<file path="config.mk">
export PLATFORM = sky130hd
export DESIGN_NAME = adpll_ctrl_gear
export DESIGN_NICKNAME = d
export VERILOG_FILES = /design/src/rtl/adpll_ctrl_gear.sv
export SDC_FILE = /design/constraint.sdc
export NUM_CORES = 1
export LEC_CHECK = 0
export ABC_AREA = 1
export ABC_CLOCK_PERIOD_IN_PS = 2300
export CORE_MARGIN = 1.5
export CORE_UTILIZATION = 55
export CTS_CLUSTER_DIAMETER = 50
export CTS_CLUSTER_SIZE = 14
export DETAILED_ROUTE_END_ITERATION = 7
export PLACE_DENSITY = 0.78
export SETUP_SLACK_MARGIN = 0.05
export SYNTH_ARGS = -nofsm -noshare
export SYNTH_HDL_FRONTEND = slang
export SYNTH_SLANG_ARGS = --single-unit
</file>
<file path="constraint.sdc">
create_clock -name phase_clk -period 2.3 [get_ports phase_clk]
set_clock_uncertainty 0.1 [all_clocks]
set_input_delay 0.46 -clock phase_clk [delete_from_list [all_inputs] [get_ports phase_clk]]
set_output_delay 0.46 -clock phase_clk [all_outputs]
set_load 0.01 [all_outputs]
</file>
<file path="src/rtl/adpll_ctrl_gear.sv">
// adpll_ctrl_gear: parametrised ADPLL loop controller between PFD and DCO.
// Frequency acquisition uses a binary search with a halving step. Phase tracking
// then moves the code by +/-1 and includes a phase-lock detector based on direction flips.
// Optional feature macro: ADPLL_LOSS_OF_LOCK_EN. When defined, a long same-direction
// run in TRACK drops both locks and restarts the search from the current code.
module adpll_ctrl_gear #(
    parameter int CODE_W   = 5,
    parameter int LOCK_CNT = 4,
    parameter int LOL_CNT  = 8,
    parameter int CNT_W    = 4
) (
    input  logic              phase_clk,
    input  logic              reset,
    input  logic              p_up,
    input  logic              p_down,
    output logic [CODE_W-1:0] dco_code,
    output logic              freq_lock,
    output logic              phase_lock,
    output logic              polarity
);

    localparam logic [CODE_W-1:0] CODE_INIT = CODE_W'(2 ** (CODE_W - 1));
    localparam logic [CODE_W-1:0] STEP_INIT = CODE_W'(2 ** ((CODE_W >= 2) ? CODE_W - 2 : 0));
    localparam logic [CODE_W-1:0] CODE_MAX  = {CODE_W{1'b1}};
    localparam logic [CNT_W-1:0]  LOCK_LIM  = CNT_W'(LOCK_CNT);

    // This block appears in the elaborated hierarchy only when the counters cannot hold their limits.
    generate
        if (LOCK_CNT < 1 || LOCK_CNT > 2 ** CNT_W - 1 || LOL_CNT > 2 ** CNT_W - 1) begin : g_cnt_w_too_narrow
        end
    endgenerate

    typedef enum logic {SEARCH = 1'b0, TRACK = 1'b1} state_t;

    state_t            state_reg, state_next;
    logic [CODE_W-1:0] code_reg, code_next;
    logic [CODE_W-1:0] step_reg, step_next;
    logic              polarity_reg, polarity_next;
    logic              phase_lock_reg, phase_lock_next;
    logic [CNT_W-1:0]  flip_cnt_reg, flip_cnt_next;
`ifdef ADPLL_LOSS_OF_LOCK_EN
    localparam logic [CNT_W-1:0] LOL_LIM = CNT_W'(LOL_CNT);
    logic [CNT_W-1:0]  run_cnt_reg, run_cnt_next;
`endif

    logic              decision;
    logic [CODE_W-1:0] amount;
    logic [CODE_W:0]   raised;
    logic [CODE_W-1:0] moved_code;

    assign decision = p_up ^ p_down;

    // Saturating move of the code: by the search step in SEARCH, by 1 in TRACK.
    always_comb begin
        amount = (state_reg == SEARCH) ? step_reg : CODE_W'(1);
        raised = {1'b0, code_reg} + {1'b0, amount};
        if (p_up) begin
            moved_code = raised[CODE_W] ? CODE_MAX : raised[CODE_W-1:0];
        end else begin
            moved_code = (amount > code_reg) ? '0 : code_reg - amount;
        end
    end

    // State and datapath registers; reset overrides every decision.
    always_ff @(posedge phase_clk) begin
        if (reset) begin
            state_reg      <= SEARCH;
            code_reg       <= CODE_INIT;
            step_reg       <= STEP_INIT;
            polarity_reg   <= 1'b0;
            phase_lock_reg <= 1'b0;
            flip_cnt_reg   <= '0;
`ifdef ADPLL_LOSS_OF_LOCK_EN
            run_cnt_reg    <= '0;
`endif
        end else begin
            state_reg      <= state_next;
            code_reg       <= code_next;
            step_reg       <= step_next;
            polarity_reg   <= polarity_next;
            phase_lock_reg <= phase_lock_next;
            flip_cnt_reg   <= flip_cnt_next;
`ifdef ADPLL_LOSS_OF_LOCK_EN
            run_cnt_reg    <= run_cnt_next;
`endif
        end
    end

    // Next-state logic: apply a valid decision and leave everything held otherwise.
    always_comb begin
        state_next      = state_reg;
        code_next       = code_reg;
        step_next       = step_reg;
        polarity_next   = polarity_reg;
        phase_lock_next = phase_lock_reg;
        flip_cnt_next   = flip_cnt_reg;
`ifdef ADPLL_LOSS_OF_LOCK_EN
        run_cnt_next    = run_cnt_reg;
`endif
        if (decision) begin
            code_next     = moved_code;
            polarity_next = p_up;
            if (state_reg == SEARCH) begin
                // The entry decision into TRACK does not touch the counters.
                step_next = step_reg >> 1;
                if (step_reg == CODE_W'(1)) begin
                    state_next = TRACK;
                end
            end else begin
                if (p_up != polarity_reg) begin
                    if (flip_cnt_reg < LOCK_LIM) begin
                        flip_cnt_next = flip_cnt_reg + CNT_W'(1);
                    end
`ifdef ADPLL_LOSS_OF_LOCK_EN
                    run_cnt_next = CNT_W'(1);
`endif
                end else begin
                    flip_cnt_next = '0;
`ifdef ADPLL_LOSS_OF_LOCK_EN
                    if (run_cnt_reg < LOL_LIM) begin
                        run_cnt_next = run_cnt_reg + CNT_W'(1);
                    end
`endif
                end
                // Phase lock is sticky once set.
                if (flip_cnt_next == LOCK_LIM) begin
                    phase_lock_next = 1'b1;
                end
`ifdef ADPLL_LOSS_OF_LOCK_EN
                // Long one-sided run: restart the search from the code just produced.
                if (run_cnt_next == LOL_LIM) begin
                    state_next      = SEARCH;
                    step_next       = STEP_INIT;
                    phase_lock_next = 1'b0;
                    flip_cnt_next   = '0;
                    run_cnt_next    = '0;
                end
`endif
            end
        end
    end

    // Outputs come straight from registers.
    always_comb begin
        dco_code   = code_reg;
        freq_lock  = (state_reg == TRACK);
        phase_lock = phase_lock_reg;
        polarity   = polarity_reg;
    end

endmodule

</file>
==> qor.yml <==
clocking:
  cts_tree: "built"
  htreeDepth: 1
  clkLatencyLatePin_ns: 0.28
  tritoncts_num_sinks: 16
  ctsHoldBuffers: 0
  cts_inserted_buffers: 3
  cts_setup_buffers: 0
  cts_root_buf: "clkbuf_4"
  cts_max_path_buffers: 2
  post_cts_resized: 0
  cts.reportedPaths.clkPinSlew_ns: 0.09
critical_path:
  worst_path_dominant_cell_family: "simple AND/OR/NAND/NOR gates"
  critPathRequiredTime_ns: 2.39
  critical_path.max_fanout: 6
  critPathKind: "flip-flop to flip-flop"
  worstSetupStartpointType: "flip-flop"
  crit_path_top_delay_cell: "fa_1"
  cp_cell_sequence: "inv_1, nand2_1, ha_1, fa_1, nand2_1, nand2_1, nand2_1, nand2_1, nand2_1, nand3_1, nand2_1, nand2_1, nand2_1, nand2_1"
  worst_path_largest_cell_delay_ns: 0.41
  cp.arrival_ns: 2.09
  cpMostUsedCell: "nand2_1"
  crit_buf_inv: 1
  worst_setup_path_end_kind: "flip-flop"
yosys:
  synth.area.top_cells: "dfxtp_1, ha_1, nand2_1"
  synth_top_area_cell: "dfxtp_1"
  share_of_the_yosys_chip_area_belonging_to_registers: 0.276
  synth_edf_count: 0
  synth_flop_cell: "dfxtp_1"
  syn-instance-count: 164
  yosys.area.top_type_share: 0.276
  synth_cell_types: 29
  synthTopCellsByCount: "nand2_1, inv_1, dfxtp_1, nor2_1, a21oi_1"
  async_reset_ff_frac: 0
  synth_net_count: 179
  register_bit_count_reported_by_yosys: 16
  syn_area_um2: 1160
  yosys_warnings: 0
  synthesis.area_per_instance_um2: 7.08
  yosysMostFrequentCell: "nand2_1"
route:
  routed_wirelength_um: 2340
  vias: 1052
  routed-wl-met2_um: 1160
  dr.max_layer_used: "met4"
  detail-route-antenna-nets: 0
  detail_route.iter0.violations: 26
  wire_per_inst_um: 11.4
  route.detailed.vias_per_inst: 5.13
  drcViolationCount: 0
  routed-wl-met3_um: 129
  drtPass1Iterations: 4
  wirelength_met1_um: 1030
pwr:
  power_leakage_nw: 0.680
  share_seq_of_total_power: 0.416
  switching_share: 0.336
  pwr-share-comb: 0.343
  vdd_drop_max_mv: 0.477
  pwr_density_cell_nw_per_um2: 565
  cellInternalPower_mw: 0.501
  power.clock.fraction: 0.240
  p_sw_mw: 0.253
global_route:
  globalRoute.totalOverflow: 0
  grt_start_max_net_pins: 13
  number_of_global_route_vias_before_repair: 1019
  grt_usage: 0.223
  first_pass_grt_wire_length_um: 4220
  antenna_found_initial: 0
floorplan:
  initial_core_util: 0.586
  die_area_um2: 2400
  num_io_pins: 12
  core_area_um2: 1980
  die_span_x_um: 48.9
  num_rows: 16
  die-height_um: 48.9
timing:
  min_period_over_period: 0.872
  rsz0062_at_grt: "false"
  final.min_clock_period_ns: 2.01
  finalSetupViolCount: 0
  worst_pin_slew_ns: 0.288
  count_of_endpoints_failing_hold_in_the_final_timing_report: 0
  fmaxAchievable_mhz: 499
  setup_total_negative_slack_ns: 0
  final_max_slew_violation_count: 0
  timing.max_slew.rel_slack: 0.806
  layout_setup_ws_ns: 0.295
worst_hold_path:
  hold_class: "flip-flop to flip-flop"
placement:
  port-buffer-count: 11
  detailedPlace.worstSlack_ns: 0.277
  place_hpwl_um: 1880
  gp_congestion: 0.959
  placed_cells_incl_taps: 201
final_layout:
  synthToLayoutAreaGrowth_pct: 14.9
  antenna_cells: 0
  nNetsFinal: 194
  instances_no_fill: 205
  post_route_cells_drive_above_1_share: 0.118
  largest_register_ffs: 5
run:
  cap_violations: 0
status:
  run_status: "complete, no violations"
## layout make-up
class / count / area, um2
well taps: 27 / 33.8
repair buffers: 12 / 118
multi-input cells: 115 / 709
clock buffers: 4 / 36.3
fillers: 174 / 648
flip-flops and latches: 16 / 320
inverters: 31 / 116
## logic make-up after synthesis
family                     share of synthesized area
AOI/OAI and AO/OA                              0.153
xor gates and xnor gates                      0.0226
adders and majority gates                      0.131
buffers and inverters                          0.113
DFF                                            0.276
and+or+nand+nor                                0.304
## power by group through the flow
stage | registers [mW] | logic [mW] | clock network, mW
global route | 0.318 | 0.294 | 0.200
floorplan | 0.322 | 0.185 | 0
detailed placement | 0.320 | 0.258 | 0
global placement | 0.320 | 0.253 | 0
finish | 0.314 | 0.259 | 0.181
CTS | 0.314 | 0.260 | 0.189
## per-layer routing
layer	global-route usage	vias up
li1	-	549
met1	0.290	474
met2	0.379	25
met3	0.0552	4
met4	0.0381	0
met5	0	-
## path summary, 6_finish.rpt
path	start	end	cells after the start	slack (ns)
setup / recovery	freq_lock	dco_code[4]	14	0.29
hold / removal	phase_lock	phase_lock	2	0.37
setup reg to reg	freq_lock	dco_code[4]	14	0.29
hold reg to reg	phase_lock	phase_lock	2	0.37
## placed cells by master, fill, tap and decap left out, types with 2 or more instances in the layout
| master | instances |
|---|---|
| nand2_1 | 30 |
| inv_1 | 29 |
| dfxtp_1 | 16 |
| nor2_1 | 15 |
| clkdlybuf4s50_1 | 11 |
| a21oi_1 | 10 |
| o21ai_0 | 9 |
| ha_1 | 9 |
| nand3_1 | 8 |
| nand2_2 | 4 |
| o21ai_1 | 4 |
| nand3b_1 | 3 |
| nand4_1 | 3 |
| clkbuf_4 | 3 |
| inv_2 | 2 |
| nand3_2 | 2 |
| nand2_4 | 2 |
| nor2_4 | 2 |
| xor2_1 | 2 |
| a21oi_2 | 2 |
| fa_1 | 2 |
## through the flow
step	area (um2)	power, mW	hold slack (ns)	util
6_report	1330	0.754	0.370	0.673
5_1_grt	1330	0.812	0.412	0.673
4_1_cts	1330	0.763	0.373	0.673
3_5_place_dp	1300	0.578	0.358	0.655
3_3_place_gp	1300	0.573	0.346	0.655
2_1_floorplan	1160	0.508	0.350	-
## worst min-delay path: cells and delay by family (launching register included)
family          cells  cell delay (ns)
flops               1             0.32
buf+inv             1             0.06
compound gates      1             0.05
Power figures use the tool's default switching activity.
